`config.mk`:
```
export PLATFORM = sky130hd
export DESIGN_NAME = alg_scheduler
export DESIGN_NICKNAME = d
export VERILOG_FILES = /design/src/rtl/alg_scheduler.sv
export SDC_FILE = /design/constraint.sdc
export NUM_CORES = 1
export LEC_CHECK = 0
export CAP_MARGIN = 0
export CORE_MARGIN = 2
export CORE_UTILIZATION = 50
export DETAILED_ROUTE_END_ITERATION = 6
export PLACE_DENSITY = 0.73
export SYNTH_ARGS = -nofsm -noshare
export SYNTH_HDL_FRONTEND = slang
export SYNTH_SLANG_ARGS = --single-unit
```
`constraint.sdc`:
```
create_clock -name i_clk -period 2.2 [get_ports i_clk]
set_clock_uncertainty 0.1 [all_clocks]
set_input_delay 0.44 -clock i_clk [delete_from_list [all_inputs] [get_ports i_clk]]
set_output_delay 0.44 -clock i_clk [all_outputs]
set_load 0.01 [all_outputs]
```
`src/rtl/alg_scheduler.sv`:
```
// Sample/result sequencer around the R-peak core: paces buffered ECG samples out at one per CLK_DIV cycles, queues core results.
// Latency: issue strobe one cycle after the divider reaches CLK_DIV-1; result visible at FIFO head one cycle after push.
// Backpressure: one-entry sample buffer (o_sample_ready = empty); results dropped (sticky o_overflow) only when FIFO full and not popping.
//
// Ports:
//   i_clk, i_nrst                      clock, async active-low reset
//   i_start, i_stop, o_state           control pulses and FSM state (0 IDLE, 1 WARMUP, 2 RUN, 3 STOPPING)
//   i_sample/_valid, o_sample_ready    acquisition side, valid/ready
//   o_ecg_signal/_valid, o_ce, o_ctr   core side: issued sample, strobe, clock enable, sample counter
//   i_rr_period, i_rpeak_location,
//   i_rr_period_updated                core results and push strobe
//   i_th_initialised                   core threshold ready (WARMUP -> RUN)
//   o_rr_valid, i_rr_ready,
//   o_rr_period, o_rpeak_location      result FIFO head, valid/ready
//   o_underrun, o_overflow             sticky error flags, cleared on start

// Generic synchronous FIFO with registered storage; head is combinational from the read pointer.
// Latency: one cycle from push to head.
// Backpressure: caller must not push when full unless popping in the same cycle.
module alg_sched_fifo #(
  parameter int WIDTH = 8,
  parameter int DEPTH = 4
) (
  input  logic             clk,
  input  logic             rst_n,
  input  logic             push,
  input  logic [WIDTH-1:0] push_dat,
  input  logic             pop,
  output logic [WIDTH-1:0] head_dat,
  output logic             empty,
  output logic             full
);
  localparam int AW = $clog2(DEPTH);

  logic [WIDTH-1:0] mem [DEPTH];
  logic [AW:0]      wr_ptr;
  logic [AW:0]      rd_ptr;

  // Extra pointer bit distinguishes full from empty when the indices match.
  assign empty    = (wr_ptr == rd_ptr);
  assign full     = (wr_ptr[AW] != rd_ptr[AW]) && (wr_ptr[AW-1:0] == rd_ptr[AW-1:0]);
  assign head_dat = mem[rd_ptr[AW-1:0]];

  always_ff @(posedge clk or negedge rst_n) begin
    if (!rst_n) begin
      wr_ptr <= '0;
      rd_ptr <= '0;
      // Storage is cleared so the head data reads 0 after reset.
      for (int i = 0; i < DEPTH; i++) mem[i] <= '0;
    end else begin
      if (push) begin
        mem[wr_ptr[AW-1:0]] <= push_dat;
        wr_ptr              <= wr_ptr + {{AW{1'b0}}, 1'b1};
      end
      if (pop) rd_ptr <= rd_ptr + {{AW{1'b0}}, 1'b1};
    end
  end
endmodule

module alg_scheduler #(
  parameter int DATA_WIDTH = 11,
  parameter int CTR_WIDTH  = 22,
  parameter int CLK_DIV    = 1000,
  parameter int FIFO_DEPTH = 4
) (
  input  logic                  i_clk,
  input  logic                  i_nrst,
  input  logic                  i_start,
  input  logic                  i_stop,
  input  logic [DATA_WIDTH-1:0] i_sample,
  input  logic                  i_sample_valid,
  output logic                  o_sample_ready,
  output logic [DATA_WIDTH-1:0] o_ecg_signal,
  output logic                  o_ecg_signal_valid,
  output logic                  o_ce,
  output logic [CTR_WIDTH-1:0]  o_ctr,
  input  logic [CTR_WIDTH-1:0]  i_rr_period,
  input  logic [CTR_WIDTH-1:0]  i_rpeak_location,
  input  logic                  i_rr_period_updated,
  input  logic                  i_th_initialised,
  output logic                  o_rr_valid,
  input  logic                  i_rr_ready,
  output logic [CTR_WIDTH-1:0]  o_rr_period,
  output logic [CTR_WIDTH-1:0]  o_rpeak_location,
  output logic [1:0]            o_state,
  output logic                  o_underrun,
  output logic                  o_overflow
);
  localparam int DIV_W = $clog2(CLK_DIV);

  typedef enum logic [1:0] {
    S_IDLE     = 2'd0,
    S_WARMUP   = 2'd1,
    S_RUN      = 2'd2,
    S_STOPPING = 2'd3
  } state_t;

  state_t                  state;
  logic                    ce_q;
  logic [DIV_W-1:0]        div_q;
  logic                    buf_full;
  logic [DATA_WIDTH-1:0]   buf_dat;
  logic [DATA_WIDTH-1:0]   ecg_q;
  logic                    ecg_vld_q;
  logic [CTR_WIDTH-1:0]    ctr_q;
  logic                    underrun_q;
  logic                    overflow_q;

  logic                    go;
  logic                    active;
  logic                    tick;
  logic                    load;
  logic                    fifo_empty;
  logic                    fifo_full;
  logic                    push_req;
  logic                    pop;
  logic                    push;
  logic [2*CTR_WIDTH-1:0]  head;

  // Stop wins over a simultaneous start in IDLE.
  assign go       = (state == S_IDLE) && i_start && !i_stop;
  assign active   = (state == S_WARMUP) || (state == S_RUN);
  assign tick     = active && (div_q == DIV_W'(CLK_DIV - 1));
  assign load     = i_sample_valid && !buf_full;

  assign push_req = i_rr_period_updated && (state != S_IDLE);
  assign pop      = !fifo_empty && i_rr_ready;
  // A pop in the same cycle frees the slot, so a push onto a full FIFO is still accepted.
  assign push     = push_req && (!fifo_full || pop);

  always_ff @(posedge i_clk or negedge i_nrst) begin
    if (!i_nrst) begin
      state <= S_IDLE;
      ce_q  <= 1'b0;
    end else begin
      case (state)
        S_IDLE: begin
          if (go) begin
            state <= S_WARMUP;
            ce_q  <= 1'b1;
          end
        end
        S_WARMUP: begin
          if (i_stop) begin
            state <= S_STOPPING;
            ce_q  <= 1'b0;
          end else if (i_th_initialised) begin
            state <= S_RUN;
          end
        end
        S_RUN: begin
          if (i_stop) begin
            state <= S_STOPPING;
            ce_q  <= 1'b0;
          end
        end
        S_STOPPING: begin
          if (fifo_empty) state <= S_IDLE;
        end
        default: begin
          state <= S_IDLE;
          ce_q  <= 1'b0;
        end
      endcase
    end
  end

  always_ff @(posedge i_clk or negedge i_nrst) begin
    if (!i_nrst) begin
      div_q      <= '0;
      buf_full   <= 1'b0;
      buf_dat    <= '0;
      ecg_q      <= '0;
      ecg_vld_q  <= 1'b0;
      ctr_q      <= '0;
      underrun_q <= 1'b0;
      overflow_q <= 1'b0;
    end else begin
      ecg_vld_q <= tick;

      // Divider only advances in WARMUP/RUN, so it holds its value in STOPPING.
      if (go) begin
        div_q      <= '0;
        ctr_q      <= '0;
        underrun_q <= 1'b0;
        overflow_q <= 1'b0;
      end else if (active) begin
        div_q <= tick ? '0 : div_q + DIV_W'(1);
      end

      if (tick) begin
        ctr_q <= ctr_q + CTR_WIDTH'(1);
        // With an empty buffer the previous sample stays on o_ecg_signal and is re-issued.
        if (buf_full) ecg_q <= buf_dat;
        else          underrun_q <= 1'b1;
      end

      // Loading is only possible when empty, so load and tick-drain never fight over buf_full.
      if (load) begin
        buf_full <= 1'b1;
        buf_dat  <= i_sample;
      end else if (tick) begin
        buf_full <= 1'b0;
      end

      if (push_req && fifo_full && !pop) overflow_q <= 1'b1;
    end
  end

  alg_sched_fifo #(
    .WIDTH (2 * CTR_WIDTH),
    .DEPTH (FIFO_DEPTH)
  ) u_fifo (
    .clk      (i_clk),
    .rst_n    (i_nrst),
    .push     (push),
    .push_dat ({i_rpeak_location, i_rr_period}),
    .pop      (pop),
    .head_dat (head),
    .empty    (fifo_empty),
    .full     (fifo_full)
  );

  assign o_sample_ready     = !buf_full;
  assign o_ecg_signal       = ecg_q;
  assign o_ecg_signal_valid = ecg_vld_q;
  assign o_ce               = ce_q;
  assign o_ctr              = ctr_q;
  assign o_rr_valid         = !fifo_empty;
  assign o_rr_period        = head[CTR_WIDTH-1:0];
  assign o_rpeak_location   = head[2*CTR_WIDTH-1:CTR_WIDTH];
  assign o_state            = state;
  assign o_underrun         = underrun_q;
  assign o_overflow         = overflow_q;
endmodule

```
Word-level counts from Yosys, hierarchy flattened
Cells that the tools add are included.
{ "word_totals": {"regBits": 243, "in_bits": 63, "output_inout_bits": 85, "wordCells": 93} }
{ "op_classes": {"add_sub_neg": 4, "n_reduce_logical": 29, "bitwise_logic": 2, "mux": 27, "n_eq_ne": 12, "order_cmp": 3} }
{ "ops": {"columns": ["op", "n"], "rows": [
  ["$bwmux 176", 1],
  ["$mux 44", 3],
  ["$bmux 44 s2", 1],
  ["$demux 44 s2", 1],
  ["$mux 22", 2],
  ["$mux 10", 3],
  ["$add 22x1->22 const B", 1],
  ["$reduce_bool 2->1", 6],
  ["$logic_and 1x1->1", 11],
  ["$add 10x1->10 const B", 1],
  ["$eq 10x10->1 const B", 1],
  ["$mux 2", 5],
  ["$mux 1", 9],
  ["$pmux 2 s4", 1],
  ["$add 3x1->3 const B", 2],
  ["$ge 3x3->1 const B", 2],
  ["$ne 2x2->1 const B", 3],
  ["$not 2->3", 2],
  ["$logic_not 1->1", 5],
  ["$eq 2x2->1 const B", 2],
  ["$reduce_and 4->1", 1],
  ["$eq 3x3->1", 1],
  ["$lt 3x1->1 const B", 1],
  ["$ne 3x3->1 const B", 1],
  ["other kinds (10)", 11]
]} }

Depth between registers and ports, before layout
Gate-level depths: netlist (run 1).
{ "logic_depth": {"depth_word": 6, "ltp_mapped": 10, "depth_no_buf": 7} }

By module
A second synthesis (run 1) with hierarchy kept.
{ "unflattened": {"cells_unflattened": 725, "hier_area_um2": 11622.4} }
{ "by_module_without_submodules": {"columns": ["module", "cells_each", "seq_area_each_um2", "n_inst", "area_per_inst_um2"], "rows": [
  ["alg_sched_fifo", 453, 4554.4, 1, 8663.3],
  ["alg_scheduler", 272, 1526.5, 1, 2959.1]
]} }

Worst setup path before layout (run 1)
OpenSTA, ideal clock, no wires.
{ "synth_timing": {"path_type": "reg-to-reg", "from": "reg state[0] (netlist: o_state[0])", "to": "reg ctr_q[13] (netlist: o_ctr[13])", "path_slack_ps": -167, "n_path_buf": 2, "arrival_time_ps": 2181, "synth_period_minus_slack_ps": 2367, "setup_ps": 87, "stages_incl_launch_ff": 9, "required_time_ps": 2013, "path_cell_list": "dfrtp_1 -> inv_1 -> ha_1 -> clkbuf_2 -> nand4b_2 -> or3_1 -> buf_2 -> or4_1 -> o211ai_1"} }
{ "synth_via": {"elab_chain_cells": 4, "word_cells_on_any_way": 9, "classes_between": "eq/ne: 2; mux: 1; reduce/logical: 6"} }
{ "synth_rtl": {"columns": ["item", "line_no", "rtl"], "rows": [
  ["start, declared", "98", "state_t state;"],
  ["start signal, assigned", "133", "state <= S_IDLE;"],
  ["start signal, assigned", "139", "state <= S_WARMUP;"],
  ["start signal, assigned", "145", "state <= S_STOPPING;"],
  ["$eq 2x1->1, or another cell as far along", "122", "assign active = (state == S_WARMUP) || (state == S_RUN);"],
  ["$logic_or 1x1->1 / $logic_and 1x1->1 (equally long branches)", "122, 121", null],
  ["$logic_and 1x1->1 (on tied branches)", "123, 121", null],
  ["$mux 22 / $reduce_bool 2->1 (equally long branches)", null, null],
  ["end signal, assigned", "192", "ctr_q <= ctr_q + CTR_WIDTH'(1);"],
  ["end, declared", "105", "logic [CTR_WIDTH-1:0] ctr_q;"]
]} }
Parallel ways exist; a longest one is shown, timed or not.
A chain may end at the register's enable or synchronous reset.

Worst setup path after layout (run 1)
{ "layout_timing": {"from": "reg u_fifo.rd_ptr[0]", "to": "out o_rr_period[4]"} }
{ "layout_via": {"elab_chain_cells": 4} }
{ "layout_rtl": {"columns": ["item", "line_no", "rtl"], "rows": [
  ["start, declared", "37", "logic [AW:0] rd_ptr;"],
  ["start signal, assigned", "55", "if (pop) rd_ptr <= rd_ptr + {{AW{1'b0}}, 1'b1};"],
  ["$not 2->3 (not written as such)", "42", "assign head_dat = mem[rd_ptr[AW-1:0]];"],
  ["$bmux 44 s2", "42", null],
  ["$mux 44 (not written as such) (2 in series)", "42", null],
  ["end, declared", "83", "output logic [CTR_WIDTH-1:0] o_rr_period,"]
]} }
Every way passes these cells. The select of a mux whose other input is x is not followed.

==> reports/metrics.cfg, run 1 <==
[run_status]
status = finished, violations left
failed_checks = negative setup slack

[routing]
route.detailed.drc = 0
drtIter0Drc = 372
vias = 7202
wl_mm = 28.2
via_per_inst = 5.72
ant_nets = 0
detail_route.wl_per_cell_um = 22.4
firstDrtPassIters = 5

[worst_setup_path]
slowest_stage = mux4_2
crit_arrival_ns = 1.98
cp_common_cell = buf_6
cp-end-kind = output port
crit_required_ns = 1.66
slowest_delay_ns = 0.56
critPathMaxFanout = 7
critPathKind = reg2out
crit_chain = buf_6, buf_12, mux4_2, buf_6
startpoint_type = register

[layout]
multiInputGateArea_um2 = 4860
area_delta_synth_final_pct = 37.8
nets = 1033
antennaDiodeCount = 0
fin_area_um2 = 15100
fill_cells = 1414
layout.area.seq_um2 = 6090
drive_gt1_frac = 0.461

[place]
io_buffer_count = 147
place_congestion = 0.812
placed_area_um2 = 13100
dp_hpwl_mm = 16.1

[global_route]
grt_pass1_vias = 7918
gr-total-overflow = 0
grt_max_degree = 65
antenna_found_initial = 0
grt_first_pass_wirelength_mm = 43.3
grt_use_total = 0.234

[clocking]
cts_made_buffers = 26
clock_path_buffers = 3
clock_sinks = 243
clk_latency_ns = 0.53
clkTransAtPathRegs_ns = 0.06
htreeDepth = 1
cts_tree = yes
cts-root-buf = clkbuf_16

[timing]
maxSlewViolCount = 0
slew_headroom = 0.593
setup_slack_ns = -0.320
finalHoldViolations = 0
fin_tns_setup_ns = -27.94
rsz0062_at_grt = yes
setup_viol = 217
worst_pin_slew_ns = 0.605
period_share = 1.15
max_freq_mhz = 397
period_needed_ns = 2.52

[power_and_ir_drop]
ir_worst_vdd_mv = 1.01
p_per_area_nw_per_um2 = 1500
leakage_nw = 6.69

[die]
core_um2 = 21600
start_util = 0.506
die_y_um = 152
die_area_um2 = 23100
rows = 54
die_width_um = 152
io_pins = 148

[synthesis]
synth_cells = 723
syn-num-nets = 797
ys_warn_count = 0
yosysSeqAreaShare = 0.556
synth_area_leaders = dfrtp_1 (56%), mux2_2 (20%), mux4_2 (9.1%), buf_6 (1.3%), ha_1 (1.3%)
ys_ff_latch = 243
async_flop_share = 1.00
yosysMostFrequentCell = dfrtp_1
synth_ff_type = dfrtp_1
synth_top_area_frac = 0.556
synth-edff-count = 0
syn_area_um2 = 10900
synth_area_leader_cell = dfrtp_1
ys_types = 56
avgSynthCellArea_um2 = 15.1
synth_common_cells = dfrtp_1 (243), mux2_2 (199), mux4_2 (44)

[job]
max_cap_violations = 0

[hold_path]
hold_class = in2async

area by class of cell:
class | count | area share
multi-input combinational | 430 | 0.322
clock buffer | 42 | 0.0511
timing repair buffer | 243 | 0.191
inverter | 15 | 0.00407
sequential | 243 | 0.404
clock inverter | 6 | 0.00465
tap | 280 | 0.0232
report_power, final:
part           internal, W  switching [W]  leakage, nW
sequential         0.00638        0.00117         2.97
combinational      0.00663        0.00423         3.31
clock              0.00251        0.00176        0.413
final timing paths:
path                                   from              end  slack (ns)  cells after the start
max                        u_fifo.rd_ptr[0]   o_rr_period[4]       -0.32                      4
min                                  i_nrst        o_ctr[11]        0.32                      2
max reg2reg                u_fifo.rd_ptr[0]  u_fifo.mem[162]       -0.21                     11
min reg2reg                      o_underrun       o_underrun        0.39                      2
max in group asynchronous            i_nrst  u_fifo.mem[139]        0.98                      3
min in group i_clk               o_underrun       o_underrun        0.39                      2
cell families (layout without fill, tap and decap cells):
logic type | count (synthesis) | count (layout) | share of synthesized area
multiplexers | 248 | 248 | 0.300
AO/OA/AOI/OAI | 69 | 69 | 0.0430
XOR/XNOR | 13 | 13 | 0.0111
buffers and inverters | 50 | 306 | 0.0293
adder cells (fa/ha/maj) | 11 | 11 | 0.0126
flip-flops | 243 | 243 | 0.556
AND/OR/NAND/NOR | 89 | 89 | 0.0486
flip-flops by register name (all words and copies together) (netlist names):
register            flops
u_fifo.rd_ptr           3
o_state                 2
o_ce                    1
div_q                  10
o_ctr                  22
u_fifo.mem            176
o_ecg_signal           11
o_underrun              1
buf_full                1
o_ecg_signal_valid      1
o_overflow              1
u_fifo.wr_ptr           3
buf_dat                11
through the flow:
step / setup slack [ns] / power (W) / cells / hold slack, ns / util
after floorplan: -0.0201 / 0.0126 / 723 / 0.0444 / -
after global placement: -0.0859 / 0.0159 / 1164 / 0.274 / 0.606
after detailed placement: -0.0658 / 0.0164 / 1164 / 0.285 / 0.606
after CTS: -0.344 / 0.0223 / 1258 / 0.317 / 0.691
after global routing: -0.389 / 0.0237 / 1259 / 0.360 / 0.697
final: -0.320 / 0.0227 / 1259 / 0.318 / 0.697
placed cells by master (no fill, tap or decap), types with 5 or more instances in the layout:
master,count
ha_1,10
o211ai_1,6
nand4_1,7
a21oi_1,11
clkbuf_8,6
nand2_1,16
nor2_1,7
o21ai_0,21
clkdlybuf4s50_1,101
buf_2,12
or3_1,7
xnor2_1,6
mux2_4,45
mux4_2,44
a31oi_1,6
buf_16,10
inv_1,12
nor3_1,5
mux2i_1,5
mux2_2,154
buf_12,28
xor2_1,6
clkbuf_16,31
nand3_1,9
dfrtp_1,239
buf_6,46
a21o_1,6
nor4_1,5
buf_4,38
clkbuf_1,10
repair_timing:
action                                  in CTS  in global routing
resized for setup                          292                 47
endpoints found under the setup margin     185                252
hold buffers                                 1                  0
pin swaps                                    7                  4
gates cloned                                16                  5
hold endpoints to repair                    44                  0
setup buffers                               29                  6
worst max-delay path, delay by kind of cell, from the launching register on:
| family | cells | cell delay (ns) |
|---|---|---|
| buffers and inverters | 3 | 0.42 |
| DFF | 1 | 0.47 |
| muxes | 1 | 0.56 |
per-layer routing:
| metal | vias to the layer above | wire (µm) | global-route usage |
|---|---|---|---|
| met2 | 190 | 14900 | 0.409 |
| li1 | 3192 | - | - |
| met5 | - | 0 | 0 |
| met4 | 0 | 641 | 0.0650 |
| met1 | 3771 | 11500 | 0.307 |
| met3 | 49 | 1100 | 0.0354 |
No activity file was read; power rests on OpenSTA's default activity.
==> run 2, diff against run 1 <==
--- a/config.mk
+++ b/config.mk
@@ -7,9 +7,9 @@
 export LEC_CHECK = 0
 export CAP_MARGIN = 0
 export CORE_MARGIN = 2
-export CORE_UTILIZATION = 50
+export CORE_UTILIZATION = 44
 export DETAILED_ROUTE_END_ITERATION = 6
-export PLACE_DENSITY = 0.73
+export PLACE_DENSITY = 0.65
 export SYNTH_ARGS = -nofsm -noshare
 export SYNTH_HDL_FRONTEND = slang
 export SYNTH_SLANG_ARGS = --single-unit
==> reports/metrics.cfg, run 2 (same netlist as run 1, synthesis figures left out) <==
[job]
max_cap_violations = 0  ; unchanged

[die]
die_area_um2 = 26200  ; +13%
die_y_um = 162  ; +6.4%
die_width_um = 162  ; +6.4%
core_um2 = 24400  ; +13%
start_util = 0.449  ; -0.0575
io_pins = 148  ; unchanged
rows = 57  ; +5.6%

[worst_setup_path]
crit_arrival_ns = 2.04  ; +0.06 ns
startpoint_type = register
r2r_setup_slack_ns = -0.35  ; -0.14 ns
critPathMaxFanout = 8  ; +1
cp-end-kind = output port
crit_chain = buf_12, buf_12, buf_12, mux4_2, buf_6
slowest_delay_ns = 0.50  ; -0.06 ns
cp_common_cell = buf_12
slowest_stage = dfrtp_4
critPathKind = reg2out
crit_required_ns = 1.66  ; about the same

[run_status]
failed_checks = negative setup slack
status = finished, violations left

[routing]
firstDrtPassIters = 4  ; -1
drtIter0Drc = 378  ; +1.6%
detail_route.wl_per_cell_um = 21.7  ; -3.2%
route.detailed.drc = 0  ; unchanged
vias = 7108  ; -1.3%
ant_nets = 0  ; unchanged
wl_mm = 28.2  ; about the same
via_per_inst = 5.47  ; -4.4%

[clocking]
cts_made_buffers = 27  ; +3.8%
cts-root-buf = clkbuf_16
clock_sinks = 243  ; unchanged
clkTransAtPathRegs_ns = 0.07  ; about the same
htreeDepth = 1  ; unchanged
clock_path_buffers = 3  ; unchanged
clk_latency_ns = 0.53  ; about the same
cts_tree = yes

[layout]
drive_gt1_frac = 0.466  ; +0.00551
nets = 1029  ; -0.39%
stdcell_count = 1300  ; +3.3%
fin_area_um2 = 15000  ; -0.27%
layout_commonest_cell = dfrtp_1
largest_reg_flops = 176  ; unchanged
top_register = u_fifo.mem
layout_common_cells = dfrtp_1 (237), mux2_2 (193), clkdlybuf4s50_1 (101), buf_6 (51), mux4_2 (44)
fill_cells = 1817  ; +29%
final_util = 0.617  ; -0.0808
antennaDiodeCount = 0  ; unchanged
area_delta_synth_final_pct = 37.4

[timing]
worst_pin_slew_ns = 0.543  ; -0.0627 ns
fin_tns_setup_ns = -57.79  ; -29.85 ns
period_needed_ns = 2.58  ; +0.0617 ns
maxSlewViolCount = 0  ; unchanged
max_freq_mhz = 387  ; -2.4%
rsz0062_at_grt = yes
finalHoldViolations = 0  ; unchanged
setup_slack_ns = -0.382  ; -0.0617 ns
period_share = 1.17  ; +0.0280
setup_viol = 223  ; +2.8%
slew_headroom = 0.636  ; +0.0430

[global_route]
grt_first_pass_wirelength_mm = 41.1  ; -5.2%
grt_pass1_vias = 7705  ; -2.7%
grt_use_total = 0.198  ; -0.0356
grt_max_degree = 94  ; +45%
gr-total-overflow = 0  ; unchanged
antenna_found_initial = 0  ; unchanged

[power_and_ir_drop]
leakage_nw = 6.52  ; -2.5%
ir_worst_vdd_mv = 0.808  ; -20%
p_per_area_nw_per_um2 = 1510  ; +0.27%

[place]
dp_hpwl_mm = 16.4  ; +1.3%
place_congestion = 0.814  ; +0.33%
place_inst = 1206  ; +3.6%
io_buffer_count = 147  ; unchanged
placed_area_um2 = 13100  ; +0.31%

[hold_path]
hold_class = in2async

==> run 2: cell types whose count changed in the layout (fill, tap and decap cells not counted), moves of 5 or more <==
cell / previous run / this run
buf_2: 12 / 5
clkbuf_1: 10 / 4
buf_8: 2 / 7
mux2_2: 154 / 193
clkbuf_16: 31 / 41
buf_6: 46 / 51
buf_16: 10 / 3
mux2_4: 45 / 6
buf_12: 28 / 22
==> run 2: critical path: cells and delay by family, from the launching register on <==
kind	cells	cell delay [ns]
muxes	1	0.45
buffers and inverters	4	0.54
DFF	1	0.50
==> run 2: final timing paths <==
kind	from	to	depth (start not counted)
max in group asynchronous	i_nrst	u_fifo.mem[174]	3
max reg2reg	u_fifo.rd_ptr[0]	u_fifo.mem[106]	11
min in group i_clk	o_underrun	o_underrun	2
max	u_fifo.rd_ptr[0]	o_rpeak_location[6]	5
min	i_nrst	o_ctr[21]	2
min reg2reg	o_underrun	o_underrun	2
==> run 2: per-layer routing <==
layer / up-vias / share of wire / track usage
met1: 3724 / 0.43 / 0.246
met5: - / 0 / 0
met3: 42 / 0.051 / 0.0406
met4: 0 / 0.015 / 0.0487
met2: 168 / 0.51 / 0.357
li1: 3174 / - / -
==> run 2: power breakdown <==
part           leakage [nW]  internal [W]  switching [W]
Combinational          3.09       0.00644        0.00414
Clock                 0.462       0.00284        0.00180
Sequential             2.97       0.00638        0.00110
==> run 2: cell type report <==
| cell class | instances | area, µm² | share of cell area |
|---|---|---|---|
| Clock buffer | 38 | 787 | 0.0523 |
| Clock inverter | 12 | 141 | 0.00940 |
| Tap cell | 324 | 405 | 0.0270 |
| Inverter | 15 | 61.3 | 0.00408 |
| Timing Repair Buffer | 238 | 2850 | 0.190 |
| Sequential cell | 243 | 6090 | 0.405 |
| Multi-Input combinational cell | 430 | 4700 | 0.312 |
==> run 2: repair_timing <==
item / CTS / global route
hold buffers: 1 / 0
endpoints found under the hold margin: 34 / 0
pin swaps: 6 / 7
setup endpoints to repair: 46 / 227
setup buffers: 8 / 14
gates resized for setup: 231 / 55
gates cloned: 5 / 21
==> run 2: stage by stage <==
stage / hold WS (ns) / total power (W) / setup WS [ns]
2_1_floorplan: 0.0444 / 0.0126 / -0.0201
3_3_place_gp: 0.203 / 0.0160 / -0.0600
3_5_place_dp: 0.204 / 0.0164 / -0.0542
4_1_cts: 0.245 / 0.0217 / -0.409
5_1_grt: 0.264 / 0.0238 / -0.428
6_report: 0.255 / 0.0227 / -0.382
